===== config.mk =====
export PLATFORM = sky130hd
export DESIGN_NAME = busqueda_param_flat
export DESIGN_NICKNAME = d
export VERILOG_FILES = /design/src/rtl/busqueda_param_if.sv /design/src/rtl/busqueda_param.sv /design/src/flat_wrapper.sv
export SDC_FILE = /design/constraint.sdc
export NUM_CORES = 1
export LEC_CHECK = 0
export ABC_CLOCK_PERIOD_IN_PS = 16000
export CAP_MARGIN = 10
export CELL_PAD_IN_SITES_DETAIL_PLACEMENT = 1
export CELL_PAD_IN_SITES_GLOBAL_PLACEMENT = 2
export CORE_MARGIN = 8
export CORE_UTILIZATION = 27
export DETAILED_ROUTE_END_ITERATION = 6
export GPL_ROUTABILITY_DRIVEN = 0
export PLACE_DENSITY_LB_ADDON = 0.1
export SKIP_LAST_GASP = 1
export SYNTH_ARGS = -nofsm -noshare
export SYNTH_HDL_FRONTEND = slang
export SYNTH_SLANG_ARGS = --single-unit

===== constraint.sdc =====
create_clock -name clk_fsm -period 16 [get_ports clk_fsm]
set_input_delay 1.6 -clock clk_fsm [delete_from_list [all_inputs] [get_ports clk_fsm]]
set_output_delay 1.6 -clock clk_fsm [all_outputs]
set_load 0.01 [all_outputs]

===== src/rtl/busqueda_param_if.sv =====
// busqueda_param_if: FIFO push ports and ref/act frame-RAM ports of the motion search FSM
interface busqueda_param_if #(
  parameter int ADDR_W = 14,
  parameter int PIX_W = 24,
  parameter int FRAME_W = 2
);
  logic vector_wait_fifo;
  logic vector_wr_req;
  logic [FRAME_W+2*ADDR_W-1:0] vector_me;
  logic img_wait_fifo;
  logic img_wr_req;
  logic [FRAME_W+PIX_W-1:0] img_mb;
  logic [ADDR_W-1:0] add_img_ref;
  logic [ADDR_W-1:0] add_img_act;
  logic [PIX_W:0] data_rd_img_ref;
  logic [PIX_W:0] data_wr_img_ref;
  logic [PIX_W:0] data_rd_img_act;
  logic [PIX_W:0] data_wr_img_act;
  logic wr_enable_ref;
  logic wr_enable_act;
  modport master (
    input vector_wait_fifo, img_wait_fifo, data_rd_img_ref, data_rd_img_act,
    output vector_wr_req, vector_me, img_wr_req, img_mb, add_img_ref, data_wr_img_ref,
           wr_enable_ref, add_img_act, data_wr_img_act, wr_enable_act
  );
  modport slave (
    output vector_wait_fifo, img_wait_fifo, data_rd_img_ref, data_rd_img_act,
    input vector_wr_req, vector_me, img_wr_req, img_mb, add_img_ref, data_wr_img_ref,
          wr_enable_ref, add_img_act, data_wr_img_act, wr_enable_act
  );
endinterface


===== src/rtl/busqueda_param.sv =====
// busqueda_param: motion-estimation search FSM over ref/act frame RAMs feeding vector and image FIFOs.
// Define STATS_EN to enable the vec_count/miss_count statistics counters.
module busqueda_param #(
  parameter int ADDR_W = 14,
  parameter int PIX_W = 24,
  parameter int CMP_LSB = 0,
  parameter int CMP_W = 8,
  parameter int FRAME_W = 2
) (
  input  logic clk_fsm,
  input  logic rst,
  input  logic start,
  output logic finish,
  output logic idle,
  input  logic [FRAME_W-1:0] cont_img,
  input  logic [ADDR_W-1:0] window_limit,
  input  logic [ADDR_W-1:0] search_range,
  input  logic [CMP_W-1:0] match_tol,
  output logic [3:0] real_state,
  output logic [ADDR_W:0] vec_count,
  output logic [ADDR_W:0] miss_count,
  busqueda_param_if.master bus
);
  typedef enum logic [3:0] {
    IDLE = 4'd0, RD = 4'd1, CMP = 4'd2, VEC = 4'd3, MARK2 = 4'd4, MARK1 = 4'd5,
    NXT = 4'd6, DRST = 4'd7, DRD = 4'd8, DWR = 4'd9, DONE = 4'd10
  } state_t;
  state_t state, state_n;
  logic [ADDR_W-1:0] ref_q, act_q, n_q, r_q;
  logic [CMP_W-1:0] t_q;
  logic [FRAME_W-1:0] frame_q;
  logic [CMP_W:0] diff, mag;
  logic [ADDR_W:0] sum, n_m1, end_v, ref_p1;
  logic ref_vis, act_vis, match, act_lt_end, go;
  assign go = state == IDLE && start;
  assign ref_vis = bus.data_rd_img_ref[PIX_W];
  assign act_vis = bus.data_rd_img_act[PIX_W];
  assign diff = {1'b0, bus.data_rd_img_ref[CMP_LSB +: CMP_W]} - {1'b0, bus.data_rd_img_act[CMP_LSB +: CMP_W]};
  assign mag = diff[CMP_W] ? -diff : diff;
  assign match = !act_vis && mag <= {1'b0, t_q};
  // scan end is clipped to the last window pixel at one extra bit so ref+R never wraps
  assign sum = {1'b0, ref_q} + {1'b0, r_q};
  assign n_m1 = {1'b0, n_q} - (ADDR_W+1)'(1);
  assign end_v = sum < n_m1 ? sum : n_m1;
  assign act_lt_end = {1'b0, act_q} < end_v;
  assign ref_p1 = {1'b0, ref_q} + (ADDR_W+1)'(1);
  always_comb begin
    state_n = state;
    case (state)
      IDLE:  state_n = start ? (window_limit == '0 ? DONE : RD) : IDLE;
      RD:    state_n = CMP;
      CMP:   state_n = ref_vis ? NXT : match ? (act_q == ref_q ? MARK2 : VEC) : act_lt_end ? RD : MARK1;
      VEC:   state_n = bus.vector_wait_fifo ? VEC : MARK2;
      MARK2: state_n = NXT;
      MARK1: state_n = NXT;
      NXT:   state_n = ref_p1 >= {1'b0, n_q} ? DRST : RD;
      DRST:  state_n = DRD;
      DRD:   state_n = ref_q >= n_q ? DONE : DWR;
      DWR:   state_n = bus.img_wait_fifo ? DWR : DRD;
      DONE:  state_n = IDLE;
      default: state_n = IDLE;
    endcase
  end
  always_ff @(posedge clk_fsm) begin
    if (rst) begin
      state <= IDLE;
      ref_q <= '0;
      act_q <= '0;
      n_q <= '0;
      r_q <= '0;
      t_q <= '0;
      frame_q <= '0;
    end else begin
      state <= state_n;
      if (go) begin
        ref_q <= '0;
        act_q <= '0;
        n_q <= window_limit;
        r_q <= search_range;
        t_q <= match_tol;
        frame_q <= cont_img;
      end
      if (state == CMP && state_n == RD) act_q <= act_q + ADDR_W'(1);
      if (state == NXT) begin
        ref_q <= ref_p1[ADDR_W-1:0];
        act_q <= ref_p1[ADDR_W-1:0];
      end
      if (state == DRST) ref_q <= '0;
      if (bus.img_wr_req) ref_q <= ref_q + ADDR_W'(1);
    end
  end
  assign idle = state == IDLE;
  assign finish = state == DONE;
  assign real_state = state;
  assign bus.vector_wr_req = state == VEC && !bus.vector_wait_fifo;
  assign bus.vector_me = {frame_q, ref_q, act_q};
  assign bus.img_wr_req = state == DWR && !bus.img_wait_fifo;
  assign bus.img_mb = {frame_q, bus.data_rd_img_ref[PIX_W-1:0]};
  assign bus.add_img_ref = ref_q;
  assign bus.add_img_act = act_q;
  assign bus.data_wr_img_ref = {1'b1, bus.data_rd_img_ref[PIX_W-1:0]};
  assign bus.data_wr_img_act = {1'b1, bus.data_rd_img_act[PIX_W-1:0]};
  assign bus.wr_enable_ref = state == MARK2 || state == MARK1;
  assign bus.wr_enable_act = state == MARK2;
`ifdef STATS_EN
  logic [ADDR_W:0] vec_c, miss_c;
  always_ff @(posedge clk_fsm) begin
    if (rst || go) begin
      vec_c <= '0;
      miss_c <= '0;
    end else begin
      if (bus.vector_wr_req) vec_c <= vec_c + (ADDR_W+1)'(1);
      if (state == MARK1) miss_c <= miss_c + (ADDR_W+1)'(1);
    end
  end
  assign vec_count = vec_c;
  assign miss_count = miss_c;
`else
  assign vec_count = '0;
  assign miss_count = '0;
`endif
endmodule

===== src/flat_wrapper.sv =====
// flat-port wrapper written by rule: the top's interface ports become plain ports
module busqueda_param_flat 
#(
  parameter int ADDR_W = 14,
  parameter int PIX_W = 24,
  parameter int CMP_LSB = 0,
  parameter int CMP_W = 8,
  parameter int FRAME_W = 2
)
  (clk_fsm, rst, start, finish, idle, cont_img, window_limit, search_range, match_tol, real_state, vec_count, miss_count, bus_vector_wait_fifo, bus_img_wait_fifo, bus_data_rd_img_ref, bus_data_rd_img_act, bus_vector_wr_req, bus_vector_me, bus_img_wr_req, bus_img_mb, bus_add_img_ref, bus_data_wr_img_ref, bus_wr_enable_ref, bus_add_img_act, bus_data_wr_img_act, bus_wr_enable_act);
  busqueda_param_if #(.ADDR_W(ADDR_W), .PIX_W(PIX_W), .FRAME_W(FRAME_W)) bus_i ();
  input  logic clk_fsm;
  input  logic rst;
  input  logic start;
  output logic finish;
  output logic idle;
  input  logic [FRAME_W-1:0] cont_img;
  input  logic [ADDR_W-1:0] window_limit;
  input  logic [ADDR_W-1:0] search_range;
  input  logic [CMP_W-1:0] match_tol;
  output logic [3:0] real_state;
  output logic [ADDR_W:0] vec_count;
  output logic [ADDR_W:0] miss_count;
  input wire logic [$bits(bus_i.vector_wait_fifo)-1:0] bus_vector_wait_fifo;
  input wire logic [$bits(bus_i.img_wait_fifo)-1:0] bus_img_wait_fifo;
  input wire logic [$bits(bus_i.data_rd_img_ref)-1:0] bus_data_rd_img_ref;
  input wire logic [$bits(bus_i.data_rd_img_act)-1:0] bus_data_rd_img_act;
  output wire logic [$bits(bus_i.vector_wr_req)-1:0] bus_vector_wr_req;
  output wire logic [$bits(bus_i.vector_me)-1:0] bus_vector_me;
  output wire logic [$bits(bus_i.img_wr_req)-1:0] bus_img_wr_req;
  output wire logic [$bits(bus_i.img_mb)-1:0] bus_img_mb;
  output wire logic [$bits(bus_i.add_img_ref)-1:0] bus_add_img_ref;
  output wire logic [$bits(bus_i.data_wr_img_ref)-1:0] bus_data_wr_img_ref;
  output wire logic [$bits(bus_i.wr_enable_ref)-1:0] bus_wr_enable_ref;
  output wire logic [$bits(bus_i.add_img_act)-1:0] bus_add_img_act;
  output wire logic [$bits(bus_i.data_wr_img_act)-1:0] bus_data_wr_img_act;
  output wire logic [$bits(bus_i.wr_enable_act)-1:0] bus_wr_enable_act;
  assign bus_i.vector_wait_fifo = bus_vector_wait_fifo;
  assign bus_i.img_wait_fifo = bus_img_wait_fifo;
  assign bus_i.data_rd_img_ref = bus_data_rd_img_ref;
  assign bus_i.data_rd_img_act = bus_data_rd_img_act;
  assign bus_vector_wr_req = bus_i.vector_wr_req;
  assign bus_vector_me = bus_i.vector_me;
  assign bus_img_wr_req = bus_i.img_wr_req;
  assign bus_img_mb = bus_i.img_mb;
  assign bus_add_img_ref = bus_i.add_img_ref;
  assign bus_data_wr_img_ref = bus_i.data_wr_img_ref;
  assign bus_wr_enable_ref = bus_i.wr_enable_ref;
  assign bus_add_img_act = bus_i.add_img_act;
  assign bus_data_wr_img_act = bus_i.data_wr_img_act;
  assign bus_wr_enable_act = bus_i.wr_enable_act;
  busqueda_param #(.ADDR_W(ADDR_W), .PIX_W(PIX_W), .CMP_LSB(CMP_LSB), .CMP_W(CMP_W), .FRAME_W(FRAME_W)) u_core (.clk_fsm(clk_fsm), .rst(rst), .start(start), .finish(finish), .idle(idle), .cont_img(cont_img), .window_limit(window_limit), .search_range(search_range), .match_tol(match_tol), .real_state(real_state), .vec_count(vec_count), .miss_count(miss_count), .bus(bus_i));
endmodule

Yosys cells after proc, flatten, opt, wreduce, memory -nomap -nowiden
Index checks and enable logic that the tools add are counted.

Output and inout bits: 174. Register bits: 70.

Multiplexer cells: 19. Reductions and logical operators: 14. Equal/unequal tests: 12. $add $sub $neg: 7. Magnitude comparators: 5.

Operators by type and width (count): 14-bit two-way mux (6); 4-bit case mux with 9 select lines (1); 14-bit by 1-bit adder with 14-bit output (second input constant) (2); 4-bit by 3-bit == test with 1-bit output (second input constant) (4); 4-bit two-way mux (4); 14-bit by 1-bit adder with 15-bit output (second input constant) (1); 14-bit by 14-bit adder with 15-bit output (1); 15-bit by 14-bit >= comparator with 1-bit output (1); 14-bit by 15-bit < comparator with 1-bit output (1); 15-bit < comparator (1); 15-bit two-way mux (1); 14-bit by 1-bit subtractor with 15-bit output (second input constant) (1); 14-bit == test (1); 14-bit >= comparator (1); 14-bit logical NOT (1); 4-bit == test (second input constant) (3); 3-bit two-way mux (4); 9-bit by 8-bit less-or-equal comparator with 1-bit output (1); 9-bit two-way mux (1); 9-bit negator (1); 8-bit by 8-bit subtractor with 9-bit output (1); 4-bit by 1-bit == test with 1-bit output (second input constant) (2); 4-bit by 2-bit == test with 1-bit output (second input constant) (2); 1-bit logical AND (5); 8 further kinds (10).

Depth between registers and ports, before layout
Gate-level depths: netlist of run 1.

Depth in word-level cells: 12. Mapped depth: 30. Depth with buffers taken out: 26.

Worst setup path before layout of run 1
No wires, ideal clock.

Kind: reg-to-reg. From: register u_core.ref_q[0], in the netlist u_core.bus.add_img_ref[0]. To: register u_core.act_q[10], in the netlist u_core.bus.add_img_act[10]. Setup time: 0.124 ns. Setup slack: 10.172 ns. Data required time: 15.876 ns. Path buffers: 4. Data arrival time: 5.704 ns. Stages on the path, launching flop included: 27. Cells stage by stage: dfxtp_1 -> ha_1 -> fa_1 -> a211oi_1 -> o21ai_1 -> a31oi_1 -> o21ai_0 -> o41ai_1 -> xnor2_1 -> ha_1 -> nand2_1 -> o41ai_4 -> clkbuf_1 -> nand2_1 -> o21ai_0 -> ha_1 -> a211oi_1 -> o21ai_0 -> a211o_1 -> o2111ai_1 -> a311oi_1 -> or3b_1 -> buf_2 -> buf_2 -> buf_4 -> o211ai_1 -> nand3_1.

Word-level cells in the longest chain between the ends: 12. Elaborated cells between the ends (all ways): 20. Classes of those cells: 2 x add/sub; 4 x order compare; 2 x eq/ne; 10 x mux; 2 x reduce/logical.

RTL lines: start: declaration (line busqueda_param.sv:29) `logic [ADDR_W-1:0] ref_q, act_q, n_q, r_q;`; start signal: assignment (line busqueda_param.sv:85) `ref_q <= ref_p1[ADDR_W-1:0];`; start signal: assignment (line busqueda_param.sv:89) `if (bus.img_wr_req) ref_q <= ref_q + ADDR_W'(1);`; 14-bit by 14-bit adder with 15-bit output (line busqueda_param.sv:42) `assign sum = {1'b0, ref_q} + {1'b0, r_q};`; 15-bit < comparator (line busqueda_param.sv:44) `assign end_v = sum < n_m1 ? sum : n_m1;`; 15-bit two-way mux (line busqueda_param.sv:44); 14-bit by 15-bit < comparator with 1-bit output (line busqueda_param.sv:45) `assign act_lt_end = {1'b0, act_q} < end_v;`; 3-bit two-way mux (line busqueda_param.sv:52) `CMP: state_n = ref_vis ? NXT : match ? (act_q == ref_q ? MARK2 : VEC) : act_lt_end ? RD : MARK1;`; 4-bit two-way mux (2 in a row) (line busqueda_param.sv:52); 4-bit case mux with 9 select lines (line busqueda_param.sv:49) `case (state)`; 4-bit by 1-bit == test with 1-bit output (line busqueda_param.sv:83) `if (state == CMP && state_n == RD) act_q <= act_q + ADDR_W'(1);`; 1-bit logical AND (line busqueda_param.sv:83); 14-bit two-way mux (line busqueda_param.sv:83); 14-bit two-way mux (line busqueda_param.sv:84) `if (state == NXT) begin`; end signal: assignment (line busqueda_param.sv:83); end signal: assignment (line busqueda_param.sv:86) `act_q <= ref_p1[ADDR_W-1:0];`; end: declaration (line busqueda_param.sv:29).

Several ways; a longest one is shown, not always the timed one. A chain may end at the register's enable or synchronous reset.

Final worst setup path of run 1
From: register u_core.ref_q[0], in the netlist u_core.bus.add_img_ref[0]. To: register u_core.act_q[11], in the netlist u_core.bus.add_img_act[11].

The elaborated chain is that of the path after synthesis.

==> results of run 1 <==
-- synthesized netlist by cell type (all sizes together), types with 8 or more instances --
master	count
nand2	128
nand4	16
a21o	11
nand3	34
a21oi	76
dfxtp	70
nor2	54
nor3	15
nand2b	17
xor2	20
buf	138
inv	41
nand3b	8
xnor2	40
nor4	13
and3	13
nor2b	10
clkbuf	35
ha	89
a22oi	8
o21ai	54
-- per-stage QoR --
step           hold WS (ps)  total power [mW]  instance area (µm²)  worst slack (ps)   util
4_1_cts                 460             0.833                 8600              8680  0.321
5_1_grt                 477             0.890                 8600              8040  0.321
6_report                458             0.820                 8600              8770  0.321
3_3_place_gp            447             0.611                 8300              8950  0.310
2_1_floorplan           436             0.503                 7420             10170      -
3_5_place_dp            451             0.614                 8300              8730  0.310
-- final timing paths --
| path | start | endpoint | slack, ps | cells past startpoint |
|---|---|---|---|---|
| worst max register to register | u_core.bus.add_img_ref[0] | u_core.bus.add_img_act[11] | 8770 | 23 |
| worst min register to register | u_core.n_q[4] | u_core.n_q[4] | 460 | 2 |
| worst max-delay path | u_core.bus.add_img_ref[0] | u_core.bus.add_img_act[11] | 8770 | 23 |
| worst min-delay path | u_core.n_q[4] | u_core.n_q[4] | 460 | 2 |
-- power by group through the flow --
stage                     registers [mW]  logic, mW  clock network (mW)
after CTS                          0.211      0.401               0.221
after global routing               0.214      0.449               0.228
after floorplan                    0.206      0.297                   0
final                              0.210      0.398               0.212
after global placement             0.215      0.397                   0
after detailed placement           0.215      0.399                   0
-- area by class of cell --
type	count	area, µm²	area share
Multi-Input combinational cell	723	4710	0.548
Timing Repair Buffer	163	1600	0.187
Sequential cell	70	1400	0.163
Tap cell	341	427	0.0496
Clock buffer	13	260	0.0303
Inverter	41	154	0.0179
Clock inverter	3	42.5	0.00495
-- flip-flops by register name (all words and copies together) (netlist names) --
register / flops
u_core.bus.add_img_ref: 14
u_core.bus.add_img_act: 14
u_core.n_q: 14
u_core.real_state: 4
u_core.r_q: 14
u_core.frame_q: 2
u_core.t_q: 8
-- cell families (layout without fill, tap and decap cells) --
family | after synthesis | after routing
adders and majority gates | 91 | 91
xor gates and xnor gates | 60 | 60
buffers and inverters | 214 | 220
DFF | 70 | 70
other | 2 | 32
AOI/OAI and AO/OA | 205 | 205
muxes | 6 | 6
and+or+nand+nor | 329 | 329
-- cells in the final DEF (no fill, tap or decap), types with 5 or more instances in the layout --
master / n
clkbuf_16: 9
buf_4: 9
clkdlybuf4s50_1: 153
o21a_1: 5
dfxtp_1: 70
nand2b_1: 17
o21ai_0: 49
xor2_1: 20
nor3_1: 15
a22oi_1: 8
conb_1: 32
o21ai_1: 5
nor2b_1: 10
inv_1: 41
a211oi_1: 6
nand2_1: 128
a21oi_1: 75
a31oi_1: 6
xnor2_1: 40
nor2_1: 54
nand4_1: 16
nor4_1: 13
or4_1: 7
o211ai_1: 5
a21o_1: 11
nand3_1: 34
and3_1: 13
nand3b_1: 8
ha_1: 89
-- per-layer routing --
metal	GRT usage	vias to the layer above	wire length (µm)
met5	0	-	0
met4	0.0387	0	293
met3	0.0343	20	1090
met2	0.267	141	12300
met1	0.204	3069	12500
li1	-	3312	-
-- critical path, delay by kind of cell, from the launching register on --
kind	cells	cell delay, ps
flops	1	430
simple gates	3	1610
buf+inv	1	320
compound gates	14	3270
fa+ha+maj	4	1330
xor+xnor	1	150
==> impl_metrics.ini, run 1 <==
[logic_synthesis]
ys_warn_count = 0
yosys.area.top_type = dfxtp_1
synth_compound_area_frac = 0.173
synth_top_family_by_area = simple AND/OR/NAND/NOR gates
synth_xor_area_frac = 0.0719
ys_top_cells_by_area = dfxtp_1 (19%), ha_1 (15%), buf_4 (14%)
synth-adder-area-share = 0.158
synth_cell_types = 60
synthFlopType = dfxtp_1
muxShareOfSynthArea = 0.00907
syn_area_um2 = 7310
async_flop_share = 0
netlist_instances = 977
yosysSeqAreaShare = 0.192
synth_edf_count = 0
ys_ff_latch = 70
synth_simple_gate_area_frac = 0.216
synth_top_area_share = 0.192
avgSynthCellArea_um2 = 7.48

[power_and_ir_drop]
p_leak_nw = 3.57
clkPwrFrac = 0.259
power.internal_mw = 0.482
sw_frac_of_total = 0.412
cellPowerDensity_nw_per_um2 = 95.4
pwr-share-seq = 0.256
pwr-share-comb = 0.485
ir_worst_vdd_uv = 44.2
p_switching_mw = 0.338

[finish]
syn2layout_area_growth_pct = 17.6
final_cells = 1354
nNetsFinal = 1192
drive_gt1_frac = 0.0286
insertedDiodeCount = 0
fill_cells = 3246

[placed_design]
dp_hpwl_mm = 21.0
port_buffers = 154
place_inst = 1338

[timing]
skew_ps = 7.85
finalSetupViolCount = 0
fin_tns_setup_ps = 0
worstMarginPinSlew_ps = 1110
slew_violations = 0
finalHoldViolCount = 0
rsz0062_at_grt = false
period_minus_slack_ps = 7230
fin_crit_sh = 0.452
fmax_mhz = 138
max_slew_margin = 0.259

[routing]
drt_iter0_markers = 295
first_pass_iters = 4
post_drt_wl_per_cell_um = 19.3
routed_wl_mm = 26.1
ant_nets = 0
via_per_inst = 4.83
vias = 6542
drc_errors = 0

[global_route]
grt_pass1_wl_mm = 41.0
grt_max_degree = 73
antenna_found_initial = 0
grt_usage = 0.159
grt_overflow = 0
grt_pass1_vias = 6870

[die]
die_y_um = 181
ios = 267
die_x_um = 181
rows = 60
dieArea_um2 = 32600
coreArea_um2 = 26800
initial_utilization = 0.273

[cts]
insertion_delay_ps = 350
clock_sinks = 70
clk_pin_slew_ps = 60
clk_path_buf_depth = 2
cts_tree = built
htreeDepth = 3
post_cts_buffers = 0
ctsResizeCount = 0
root_buffer = clkbuf_16
ctsHoldBuffers = 0
cts_inserted_buffers = 9

[setup_path]
cp_common_cell = o21ai_0
crit_arrival_ps = 7480
worst_setup_path_end_kind = flip-flop
crit_type = reg2reg
path_max_fanout = 30
cp-start-kind = flip-flop
slowest_stage = or3b_1
crit_chain = ha_1 -> fa_1 -> a211oi_1 -> o21ai_1 -> a31oi_1 -> o21ai_0 -> o41ai_1 -> xnor2_1 -> ha_1 -> nand2_1 -> o41ai_4 -> buf_4 -> o21ai_0 -> ha_1 -> a211oi_1 -> o21ai_0 -> a31oi_1 -> o21ai_0 -> o2111ai_1 -> a311oi_1 -> or3b_1 -> or4_1 -> a311oi_1
critical_path.max_stage_delay_ps = 840
required_ps = 16250

[run]
max-cap-violations = 0

[status]
status = completed

[min_path]
min_path_type = reg2reg
(Power assumes the default switching activity.)
==> inputs of run 2 (changes only) <==
ABC_CLOCK_PERIOD_IN_PS = 6700   (was 16000)
CORE_UTILIZATION = 25   (was 27)
clock period = 6.7 ns   (was 16 ns; I/O delays follow)
==> impl_metrics.ini, run 2 (synthesized netlist as in run 1, its figures left out) <==
[status]
status = completed

[routing]
first_pass_iters = 5
routed_wl_mm = 27.6
ant_nets = 0
drc_errors = 0
dr_wl_met3_mm = 1.18
wl_met2_mm = 13.1
post_drt_wl_per_cell_um = 19.6
vias = 6619
via_per_inst = 4.70
drt-met1-wl_mm = 13.1
drt_iter0_markers = 329
top_layer = met4

[run]
max-cap-violations = 0

[setup_path]
crit_type = reg2reg
worst_setup_path_end_kind = flip-flop
startpoint = u_core.bus.add_img_ref[0]
crit_family = compound AO/OA/AOI/OAI gates
r2r-start = u_core.bus.add_img_ref[0]
crit_arrival_ps = 6410
cp_common_cell = o21ai_0
path_max_fanout = 15
slowest_stage = or4_1
required_ps = 7000
cp-start-kind = flip-flop
critical_path.max_stage_delay_ps = 510
cp.buffers_inverters = 2

[finish]
seqCellArea_um2 = 1400
fill_cells = 3470
final_cells = 1409
final_cell_mix = clkdlybuf4s50_1 (153), nand2_1 (128), ha_1 (89), a21oi_1 (75), dfxtp_1 (70)
final_core_util = 0.305
drive_gt1_frac = 0.0429
insertedDiodeCount = 0
multi_input_area_um2 = 4730
mostFrequentLayoutCell = clkdlybuf4s50_1
nNetsFinal = 1204
syn2layout_area_growth_pct = 20.0

[die]
dieArea_um2 = 35000
coreArea_um2 = 28800
die_x_um = 187
ios = 267
rows = 62
initial_utilization = 0.254
die_y_um = 187

[cts]
insertion_delay_ps = 360
ctsHoldBuffers = 0
cts_inserted_buffers = 9
cts_tree = built
htreeDepth = 3
clock_sinks = 70
clk_path_buf_depth = 2
clk_pin_slew_ps = 70
root_buffer = clkbuf_16

[global_route]
grt_pass1_wl_mm = 43.0
antenna_found_initial = 0
grt_max_degree = 43
grt_pass1_vias = 6967
grt_overflow = 0
grt_usage = 0.156

[power_and_ir_drop]
cellPowerDensity_nw_per_um2 = 227
p_leak_nw = 3.64
ir_worst_vdd_uv = 128

[min_path]
min_path_type = reg2reg
worstHoldStart = u_core.t_q[6]

[timing]
fin_tns_setup_ps = 0
skew_ps = 12.8
period_minus_slack_ps = 6110
finalSetupViolCount = 0
max_slew_margin = 0.413
rsz0062_at_grt = false
fin_crit_sh = 0.911
finalHoldViolCount = 0
worstMarginPinSlew_ps = 858
slew_violations = 0
fmax_mhz = 164

[placed_design]
dp_hpwl_mm = 22.6
place_inst = 1392
port_buffers = 154
[run 2: layout make-up]
| type | instances | area share |
|---|---|---|
| clock buffers | 11 | 0.0265 |
| flip-flops and latches | 70 | 0.160 |
| well taps | 384 | 0.0548 |
| repair buffers | 175 | 0.193 |
| clock inverters | 5 | 0.00955 |
| multi-input cells | 723 | 0.539 |
| inverters | 41 | 0.0175 |
[run 2: tightest hold or removal path: cells and delay by family (launching register included)]
kind            cells  cell delay [ps]
simple gates        1               50
compound gates      1               50
flops               1              310
[run 2: final timing paths]
kind,to,slack (ps),cells past startpoint
max,u_core.bus.add_img_act[5],590,27
min,u_core.t_q[6],460,2
max reg2reg,u_core.bus.add_img_act[5],590,27
min reg2reg,u_core.t_q[6],460,2
[run 2: power by group]
| group | total [mW] | switching, mW | leakage [nW] | internal [mW] |
|---|---|---|---|---|
| sequential | 0.503 | 0.0479 | 0.570 | 0.455 |
| clock | 0.541 | 0.213 | 0.146 | 0.328 |
| combinational | 0.945 | 0.554 | 2.93 | 0.391 |
| total | 1.99 | 0.815 | 3.64 | 1.17 |
[run 2: metal layers]
metal | vias to the layer above | GRT usage
li1 | 3330 | -
met1 | 3131 | 0.204
met2 | 142 | 0.263
met3 | 16 | 0.0328
met4 | 0 | 0.0257
met5 | - | 0
[run 2: metrics by stage]
stage	setup slack (ps)	hold WS, ps	area (µm²)	total power, mW
after floorplan	872	436	7420	1.20
after global placement	472	447	8430	1.47
after detailed placement	337	449	8430	1.47
after CTS	304	458	8750	2.03
after global routing	1.47	481	8770	2.17
final	594	457	8770	1.99
[run 2: repair_timing]
action / 4_1_cts / 5_1_grt
buffers inserted: 0 / 1
resized for setup: 0 / 3
endpoints found under the setup margin: 0 / 13
==> inputs of run 3 (changes only) <==
CORE_ASPECT_RATIO = 0.5   (was default)
==> impl_metrics.ini, run 3 (synthesized netlist as in run 1, its figures left out) <==
[die]
ios = 267
die_x_um = 258
rows = 44
initial_utilization = 0.253
dieArea_um2 = 35300
coreArea_um2 = 28900
die_y_um = 137

[global_route]
grt_max_degree = 42
grt_pass1_vias = 6935
antenna_found_initial = 2
grt_usage = 0.155
grt_overflow = 0
grt_pass1_wl_mm = 42.3

[min_path]
min_path_type = reg2reg

[timing]
max_slew_margin = 0.372
skew_ps = 8.34
setup_ws_ps = 627
rsz0062_at_grt = false
finalSetupViolCount = 0
fin_tns_setup_ps = 0
fmax_mhz = 165
finalHoldViolCount = 0
fin_crit_sh = 0.906
slew_violations = 0
worstMarginPinSlew_ps = 942
period_minus_slack_ps = 6070

[power_and_ir_drop]
p_switching_mw = 0.862
p_leak_nw = 3.64
pwr-share-comb = 0.495
sw_frac_of_total = 0.430
ir_worst_vdd_uv = 103
power.internal_mw = 1.14
cellPowerDensity_nw_per_um2 = 228
pwr-share-seq = 0.252
clkPwrFrac = 0.253

[run]
max-cap-violations = 0

[routing]
vias = 6797
drt_iter0_markers = 323
via_per_inst = 4.79
first_pass_iters = 4
drc_errors = 0
ant_nets = 0
post_drt_wl_per_cell_um = 19.9
routed_wl_mm = 28.3

[placed_design]
dp_hpwl_mm = 22.9
post-place-ws_ps = 378
port_buffers = 154

[setup_path]
cp-start-kind = flip-flop
cp.buffers_inverters = 2
slowest_stage = or4_1
cp_common_cell = o21ai_0
crit_family = compound AO/OA/AOI/OAI gates
crit_type = reg2reg
crit_arrival_ps = 6370
worst_setup_path_end_kind = flip-flop
path_max_fanout = 15
required_ps = 7000
critical_path.max_stage_delay_ps = 510

[cts]
clk_pin_slew_ps = 60
insertion_delay_ps = 360
root_buffer = clkbuf_16
htreeDepth = 3
post_cts_buffers = 0
cts_tree = built
cts_inserted_buffers = 9
clk_path_buf_depth = 2
clock_sinks = 70

[finish]
drive_gt1_frac = 0.0477
syn2layout_area_growth_pct = 20.2
mostFrequentLayoutCell = clkdlybuf4s50_1
insertedDiodeCount = 0
final_core_util = 0.304
nNetsFinal = 1207
final_cell_mix = clkdlybuf4s50_1 (153), nand2_1 (128), ha_1 (89), a21oi_1 (74), dfxtp_1 (70)
fill_cells = 3497

[status]
status = completed
## run 3: worst register-to-register path, delay by kind of cell (launching register included)
| kind | cells | cell delay [ps] |
|---|---|---|
| adders and majority gates | 4 | 1200 |
| buffers and inverters | 2 | 410 |
| xor gates and xnor gates | 1 | 210 |
| and+or+nand+nor | 6 | 1400 |
| DFF | 1 | 320 |
| AOI/OAI and AO/OA | 14 | 2480 |
## run 3: metal layers
layer,share of wire,up-vias,track usage
met2,0.45,159,0.255
met1,0.50,3264,0.210
met5,0,-,0
li1,-,3350,-
met4,0.014,0,0.0364
met3,0.043,24,0.0276
## run 3: path summary, 6_finish.rpt
check	from	end	slack [ps]	depth (start not counted)
worst min-delay path	u_core.n_q[4]	u_core.n_q[4]	460	2
worst max-delay path	u_core.bus.add_img_ref[0]	u_core.bus.add_img_act[5]	630	27
worst max register to register	u_core.bus.add_img_ref[0]	u_core.bus.add_img_act[5]	630	27
worst min register to register	u_core.n_q[4]	u_core.n_q[4]	460	2
## run 3: power by group through the flow
stage	sequential [mW]	combinational (mW)	clock (mW)
2_1_floorplan	0.492	0.709	0
3_3_place_gp	0.515	0.955	0
3_5_place_dp	0.516	0.970	0
4_1_cts	0.507	0.975	0.527
5_1_grt	0.513	1.11	0.540
6_report	0.506	0.992	0.507
## run 3: timing repair
action | CTS | global route
hold buffers | 0 | 0
endpoints found under the setup margin | 0 | 11
gates resized for setup | 0 | 3
## run 3: final cells by class
| cell class | instances | area [µm²] | area share |
|---|---|---|---|
| Multi-Input combinational cell | 724 | 4740 | 0.539 |
| Sequential cell | 70 | 1400 | 0.159 |
| Clock inverter | 6 | 70.1 | 0.00797 |
| Clock buffer | 10 | 229 | 0.0260 |
| Tap cell | 391 | 489 | 0.0557 |
| Timing Repair Buffer | 177 | 1710 | 0.194 |
| Inverter | 41 | 154 | 0.0175 |
## run 3: per-stage QoR
step	area, µm²	total power [mW]	instances	hold WS (ps)
final	8790	2.01	1419	457
after global routing	8790	2.16	1419	467
after CTS	8760	2.01	1418	459
after detailed placement	8460	1.49	1402	450
after global placement	8460	1.47	1402	444
after floorplan	7420	1.20	1007	436
